`config.mk`:
```
export PLATFORM = sky130hd
export DESIGN_NAME = sap_bus_arbiter
export DESIGN_NICKNAME = d
export VERILOG_FILES = /design/src/rtl/sap_bus_arbiter.sv
export SDC_FILE = /design/constraint.sdc
export NUM_CORES = 1
export LEC_CHECK = 0
export ABC_AREA = 1
export CAP_MARGIN = 10
export CORE_UTILIZATION = 60
export CTS_CLUSTER_DIAMETER = 150
export CTS_CLUSTER_SIZE = 16
export DETAILED_ROUTE_END_ITERATION = 6
export PLACE_DENSITY = 0.84
export SLEW_MARGIN = 15
export SYNTH_ARGS = -nofsm -noshare
export SYNTH_HDL_FRONTEND = slang
export SYNTH_SLANG_ARGS = --single-unit
```
`constraint.sdc`:
```
create_clock -name inCLK -period 5.98 [get_ports inCLK]
set_input_delay 1.196 -clock inCLK [delete_from_list [all_inputs] [get_ports inCLK]]
set_output_delay 1.196 -clock inCLK [all_outputs]
set_load 0.01 [all_outputs]
```
`src/rtl/sap_bus_arbiter.sv`:
```
// Round-robin arbiter for the shared W-bus: one-hot grants with a per-tenure hold
// limit and a forced all-low turnaround gap so no two bus drivers ever overlap.
module sap_bus_arbiter #(
    parameter int NUM_REQ     = 4,
    parameter int MAX_HOLD    = 8,
    parameter int TURN_CYCLES = 1
) (
    input  logic               inCLK,
    input  logic               inReset,
    input  logic [NUM_REQ-1:0] inReq,
    output logic [NUM_REQ-1:0] outGrant,
    output logic [2:0]         outOwner,
    output logic               outBusy,
    output logic               outTimeout
);

    typedef enum logic [1:0] {IDLE, GRANT, TURN} state_t;

    state_t             state_reg, state_next;
    logic [7:0]         hold_reg, hold_next;
    logic [3:0]         turn_reg, turn_next;
    logic [2:0]         last_reg, last_next;
    logic [NUM_REQ-1:0] grant_reg, grant_next;
    logic [2:0]         owner_reg, owner_next;
    logic               busy_reg, busy_next;
    logic               timeout_reg, timeout_next;

    logic [3:0]         arb_start;
    logic [NUM_REQ-1:0] req_rot;
    logic               arb_found;
    logic [3:0]         arb_offset;
    logic [3:0]         arb_sum;
    logic [2:0]         arb_idx;
    logic [NUM_REQ-1:0] arb_onehot;
    logic               owner_req;
    logic               hold_at_max;
    logic               turn_done;

    // Rotate requests so bit 0 is the requester just after the last owner.
    assign arb_start = {1'b0, last_reg} + 4'd1;
    assign req_rot   = NUM_REQ'({inReq, inReq} >> arb_start);

    always_comb begin
        arb_found  = 1'b0;
        arb_offset = 4'd0;
        for (int j = 0; j < NUM_REQ; j++) begin
            if (!arb_found && req_rot[j]) begin
                arb_found  = 1'b1;
                arb_offset = 4'(j);
            end
        end
        arb_sum = arb_start + arb_offset;
        if (arb_sum >= 4'(NUM_REQ))
            arb_sum = arb_sum - 4'(NUM_REQ);
        arb_idx = arb_sum[2:0];
    end

    genvar gi;
    generate
        for (gi = 0; gi < NUM_REQ; gi++) begin : g_onehot
            assign arb_onehot[gi] = arb_found && (arb_idx == 3'(gi));
        end
    endgenerate

    assign owner_req   = |(grant_reg & inReq);
    assign hold_at_max = (hold_reg == 8'(MAX_HOLD));
    assign turn_done   = (turn_reg == 4'(TURN_CYCLES));

    always_ff @(posedge inCLK) begin
        if (inReset) begin
            state_reg   <= IDLE;
            hold_reg    <= 8'd0;
            turn_reg    <= 4'd0;
            last_reg    <= 3'(NUM_REQ - 1);
            grant_reg   <= '0;
            owner_reg   <= 3'd0;
            busy_reg    <= 1'b0;
            timeout_reg <= 1'b0;
        end else begin
            state_reg   <= state_next;
            hold_reg    <= hold_next;
            turn_reg    <= turn_next;
            last_reg    <= last_next;
            grant_reg   <= grant_next;
            owner_reg   <= owner_next;
            busy_reg    <= busy_next;
            timeout_reg <= timeout_next;
        end
    end

    always_comb begin
        state_next = state_reg;
        hold_next  = hold_reg;
        turn_next  = turn_reg;
        last_next  = last_reg;
        case (state_reg)
            IDLE: begin
                if (arb_found) begin
                    state_next = GRANT;
                    hold_next  = 8'd1;
                end
            end
            GRANT: begin
                // A dropped request wins over the hold limit, so no timeout then.
                if (!owner_req || hold_at_max) begin
                    state_next = TURN;
                    hold_next  = 8'd0;
                    turn_next  = 4'd1;
                    last_next  = owner_reg;
                end else begin
                    hold_next = hold_reg + 8'd1;
                end
            end
            TURN: begin
                if (turn_done) begin
                    turn_next = 4'd0;
                    if (arb_found) begin
                        state_next = GRANT;
                        hold_next  = 8'd1;
                    end else begin
                        state_next = IDLE;
                    end
                end else begin
                    turn_next = turn_reg + 4'd1;
                end
            end
            default: state_next = IDLE;
        endcase
    end

    always_comb begin
        grant_next   = '0;
        owner_next   = 3'd0;
        busy_next    = 1'b0;
        timeout_next = (state_reg == GRANT) && owner_req && hold_at_max;
        if (state_next == GRANT) begin
            busy_next = 1'b1;
            if (state_reg == GRANT) begin
                grant_next = grant_reg;
                owner_next = owner_reg;
            end else begin
                grant_next = arb_onehot;
                owner_next = arb_idx;
            end
        end
    end

    assign outGrant   = grant_reg;
    assign outOwner   = owner_reg;
    assign outBusy    = busy_reg;
    assign outTimeout = timeout_reg;

endmodule

```
==> reports/metrics.cfg, run 1 <==
[outcome]
status = complete, no violations

[power]
powerDensity_nw_per_um2 = 502
power.internal_uw = 446
seq_power_share = 0.290
leakagePower_nw = 0.785
combPwrFrac = 0.606
switching_share = 0.488
clockPowerShare = 0.104
power.switching_uw = 425
vdd_drop_max_v = 0.000387

[floorplanning]
core_area_um2 = 2320
die_h_um = 52.5
initial_core_util = 0.661
fp-row-count = 17
dieArea_um2 = 2760
die_x_um = 52.5
ios = 15

[finish]
fin_nets = 257
largest_reg_flops = 8
final_cell_mix = nand2_1, inv_1, nor2_1, dfxtp_1, clkdlybuf4s50_1
antenna_cells = 0
area_delta_synth_final_pct = 13.3
fin_area_um2 = 1740
fillers = 199
final_common_cell = nand2_1
drive_gt1_frac = 0.132

[route]
drt-pass1-iter-count = 4
vias_per_cell = 5.40
drtIter0Drc = 26
routed_wl_mm = 3.16
met2WireLength_mm = 1.58
top_layer = met4
met1_length_mm = 1.41
wl_met3_um = 85
post-route-drc-count = 0
wl_per_cell_um = 11.7
drt.antenna.violating_nets = 0
num_vias = 1463

[setup_path]
slowest_delay_ps = 500
cpMaxStageDelayCell = fa_1
cp_common_cell = inv_1
crit_type = in2reg
r2r_end = outGrant[2]$_SDFFE_PP0N_
worst_setup_path_end_kind = register
r2r_start = last_reg[0]$_SDFFE_PP1P_
critPathMaxFanout = 3
worst-path-buf-inv = 5
critPathTopFamily = simple AND/OR/NAND/NOR gates
r2r_slack_ps = 3440
arrival_ps = 3640
required_ps = 6260
cp-start-kind = input pin
path_cells = clkdlybuf4s50_1, inv_1, nand2_1, nand3_1, nand3_1, nor2_2, inv_1, nor2_1, inv_1, fa_1, or2_2, nor2_1, nand2_1, nand2_1, inv_1, nor2_1
r2r_cells = 15

[placement]
place.gp.congestion = 0.829
placed_area_um2 = 1700
post-dp-hpwl_mm = 2.44
io_buffers = 14

[synthesis]
syn_area_per_cell_um2 = 6.75
yosysSeqAreaShare = 0.340
syn_nets = 240
netlist-cell-type-count = 26
synth_area_um2 = 1530
ys_ff_latch = 26
synth_warnings = 0
netlist_instances = 227

[clock_tree]
clk_path_buf_depth = 2
holdBufCountCts = 0
clockRootBuffer = clkbuf_4
ctsResizeCount = 0
clkTransAtPathRegs_ps = 140
cts.htree.levels = 1
clock_sinks = 26
cts_tree = yes
worstSkewPairLatency_ps = 330
cts_buffers = 3
cts_setup_buffers = 0

[global_routing]
grt_usage = 0.264
grt_max_degree = 15
antenna_found_initial = 0
grt_pass1_vias = 1401
overflow = 0
grt_pass1_wl_mm = 5.33

[worst_hold_path]
hp-class = reg2reg
holdPathEnd = last_reg[2]$_SDFFE_PP0P_
whs_path_depth = 2
hold_path.startpoint = outOwner[2]$_SDFFE_PP0N_

[timing]
tightest_slew_ps = 731
finalHoldViolCount = 0
maxSlewHeadroom = 0.511
tns_ps = 0
grt_setup_unrepaired = false
fin_skew_ps = 7.87
timing.final.crit_share = 0.562
setup_viol = 0
fmax_mhz = 297
slew_viol_final = 0
min_period_ps = 3360

[job]
cap_violations = 0

-- Yosys cell counts --
library cell   n  area [um^2]
nand2_1       57          214
inv_1         39          146
dfxtp_1       26          521
nor2_1        26         97.6
nand3_1       13         65.1
nand2_2       12         75.1
a21oi_2        8         70.1
o21ai_0        7         35.0
a21oi_1        6         30.0
ha_1           6         75.1
nand4_1        4         25.0
nor3_1         4         20.0
nor2_2         3         18.8
nand3b_1       2         15.0
o211ai_1       2         15.0
o221ai_1       2         17.5
buf_1          1         3.75
clkbuf_1       1         3.75
fa_1           1         20.0
inv_2          1         3.75
nand2_4        1         11.3
nand2_8        1         20.0
nor2_4         1         11.3
o21ai_1        1         5.00
o21bai_1       1         7.51
or2_2          1         6.26
-- power by group through the flow --
stage	Combinational (mW)	Sequential [mW]	Clock [mW]
floorplan	0.391	0.258	0
global placement	0.504	0.255	0
detailed placement	0.524	0.258	0
CTS	0.527	0.253	0.0909
global route	0.596	0.258	0.0981
finish	0.528	0.253	0.0907
-- cell type report --
type / instances / area, um^2 / share of cell area
Tap cell: 28 / 35.0 / 0.0202
Multi-Input combinational cell: 159 / 855 / 0.492
Sequential cell: 26 / 520 / 0.300
Inverter: 40 / 150 / 0.0865
Timing Repair Buffer: 14 / 140 / 0.0807
Clock buffer: 4 / 36.3 / 0.0209
-- layer usage --
metal | track usage | up-vias
met3 | 0.0377 | 11
met1 | 0.280 | 679
met4 | 0.127 | 0
met2 | 0.500 | 31
met5 | 0 | -
li1 | - | 742
-- per-stage QoR --
step | hold slack (ps) | power (mW) | cells | util | setup slack (ps)
after floorplan | 457 | 0.648 | 227 | - | 2980
after global placement | 467 | 0.759 | 267 | 0.733 | 2400
after detailed placement | 474 | 0.781 | 267 | 0.733 | 2300
after CTS | 491 | 0.871 | 271 | 0.749 | 2630
after global routing | 518 | 0.953 | 271 | 0.749 | 2450
final | 486 | 0.872 | 271 | 0.749 | 2620
-- worst max path at each step --
| stage | startpoint | endpoint | slack [ps] | cells after the start |
|---|---|---|---|---|
| final | inReq[2] | outGrant[2]$_SDFFE_PP0N_ | 2620 | 16 |
| after global routing | inReq[2] | outGrant[2]$_SDFFE_PP0N_ | 2450 | 16 |
| after CTS | inReq[2] | outGrant[2]$_SDFFE_PP0N_ | 2630 | 16 |
| after detailed placement | inReq[2] | outGrant[2]$_SDFFE_PP0N_ | 2300 | 16 |
| after global placement | inReq[0] | outGrant[2]$_SDFFE_PP0N_ | 2400 | 15 |
| after floorplan | inReq[2] | outGrant[2]$_SDFFE_PP0N_ | 2980 | 14 |
-- tightest hold or removal path, stage by stage (launching register included) --
cell and delay [ps]:
dfxtp_1 340, nand2_1 60, a21oi_1 50
-- cell families after synthesis --
| kind of cell | after synthesis | share of synthesized area |
|---|---|---|
| compound gates | 27 | 0.118 |
| fa+ha+maj | 7 | 0.0620 |
| buf+inv | 42 | 0.103 |
| flops | 26 | 0.340 |
| simple gates | 125 | 0.378 |
(Power assumes the default switching activity.)
==> run 2: changes to the inputs <==
--- a/config.mk
+++ b/config.mk
@@ -7,11 +7,11 @@
 export LEC_CHECK = 0
 export ABC_AREA = 1
 export CAP_MARGIN = 10
-export CORE_UTILIZATION = 60
+export CORE_UTILIZATION = 56
 export CTS_CLUSTER_DIAMETER = 150
 export CTS_CLUSTER_SIZE = 16
 export DETAILED_ROUTE_END_ITERATION = 6
-export PLACE_DENSITY = 0.84
+export PLACE_DENSITY = 0.79
 export SLEW_MARGIN = 15
 export SYNTH_ARGS = -nofsm -noshare
 export SYNTH_HDL_FRONTEND = slang
==> constraint.sdc (replaced) <==
create_clock -name inCLK -period 3.5 [get_ports inCLK]
set_input_delay 0.7 -clock inCLK [delete_from_list [all_inputs] [get_ports inCLK]]
set_output_delay 0.7 -clock inCLK [all_outputs]
set_load 0.01 [all_outputs]
==> reports/metrics.cfg, run 2 (synthesis results as in run 1) <==
[setup_path]
required_ps = 3770
worst_setup_path_end_kind = register
cp-start-kind = input pin
startpoint = inReq[1]
crit_type = in2reg
path_cells = clkdlybuf4s50_1, inv_1, nand2_1, nand3_1, nand3_1, a21oi_1, o21bai_1, ha_1, fa_1, or2_2, nor2_1, nand2_1, nand2_1, inv_1, nor2_1
cpMaxStageDelayCell = fa_1
arrival_ps = 3080
critPathMaxFanout = 3
critPathTopFamily = simple AND/OR/NAND/NOR gates
r2r_start = last_reg[1]$_SDFFE_PP1P_
worst-path-buf-inv = 3
cp_common_cell = nand2_1
slowest_delay_ps = 480

[route]
wl_per_cell_um = 10.6
drt.antenna.violating_nets = 0
vias_per_cell = 5.09
drt-pass1-iter-count = 4
post-route-drc-count = 0
drtIter0Drc = 18
num_vias = 1385
routed_wl_mm = 2.88

[clock_tree]
clock_sinks = 26
holdBufCountCts = 0
clockRootBuffer = clkbuf_4
worstSkewPairLatency_ps = 320
cts.htree.levels = 1
clkTransAtPathRegs_ps = 140
cts_tree = yes
cts_buffers = 3
cts_setup_buffers = 0
clk_path_buf_depth = 2
ctsResizeCount = 0

[global_routing]
antenna_found_initial = 0
grt_max_degree = 15
grt_usage = 0.229
overflow = 0
grt_pass1_vias = 1230
grt_pass1_wl_mm = 4.92

[placement]
placed_area_um2 = 1700
io_buffers = 14
dp_slack_ps = 366
post-dp-hpwl_mm = 2.22
place.gp.congestion = 0.764
dp_cells = 269

[finish]
largest_reg_flops = 8
area_delta_synth_final_pct = 12.6
fin_nets = 257
drive_gt1_frac = 0.128
instances_no_fill = 272
antenna_cells = 0
post-route-util = 0.684
final_common_cell = nand2_1
final_cell_mix = nand2_1, inv_1, nor2_1, dfxtp_1, clkdlybuf4s50_1
fin_area_um2 = 1730
fillers = 224

[power]
power_mw = 1.44
vdd_drop_max_v = 0.000615
leakagePower_nw = 0.778
powerDensity_nw_per_um2 = 836

[floorplanning]
fp-row-count = 18
ios = 15
die_x_um = 54.3
die_h_um = 54.3
dieArea_um2 = 2950
initial_core_util = 0.608
core_area_um2 = 2520

[timing]
fmax_mhz = 357
fin_ws_ps = 696
tightest_slew_ps = 687
tns_ps = 0
maxSlewHeadroom = 0.541
timing.final.crit_share = 0.801
finalHoldViolCount = 0
grt_setup_unrepaired = false
setup_viol = 0
slew_viol_final = 0
fin_skew_ps = 4.23
min_period_ps = 2800
holdWs_ps = 495

[worst_hold_path]
hp-class = reg2reg
hold_path.startpoint = hold_reg[3]$_SDFFE_PP0P_

[job]
cap_violations = 0

[outcome]
status = complete, no violations

[run 2: cell count changes in the layout (fill, tap and decap cells not counted)]
cell      delta
clkbuf_8     -1
[run 2: worst min-delay path: stages (launching register included)]
cell     delay [ps]
dfxtp_1         360
nand2_2          70
a21oi_2          40
[run 2: path summary, 6_finish.rpt]
kind / slack (ps) / end / depth (start not counted)
setup / recovery: 700 / outGrant[3]$_SDFFE_PP0N_ / 15
hold / removal: 500 / hold_reg[3]$_SDFFE_PP0P_ / 2
hold reg to reg: 500 / hold_reg[3]$_SDFFE_PP0P_ / 2
setup reg to reg: 1000 / outGrant[3]$_SDFFE_PP0N_ / 14
[run 2: final cells by class]
| cell class | count | area [um^2] | area share |
|---|---|---|---|
| Timing Repair Buffer | 14 | 140 | 0.0812 |
| Tap cell | 30 | 37.5 | 0.0218 |
| Multi-Input combinational cell | 159 | 855 | 0.495 |
| Clock buffer | 3 | 22.5 | 0.0131 |
| Inverter | 40 | 150 | 0.0870 |
| Sequential cell | 26 | 520 | 0.302 |
[run 2: power by group]
| group | internal, mW | total (mW) | switching, mW |
|---|---|---|---|
| clock | 0.0404 | 0.127 | 0.0870 |
| sequential | 0.370 | 0.428 | 0.0579 |
| combinational | 0.331 | 0.887 | 0.556 |
[run 2: routing by layer]
| metal | track usage | routed length, um |
|---|---|---|
| met1 | 0.278 | 1410 |
| met2 | 0.404 | 1320 |
| met3 | 0.0278 | 99 |
| met4 | 0.0940 | 54 |
| met5 | 0 | 0 |
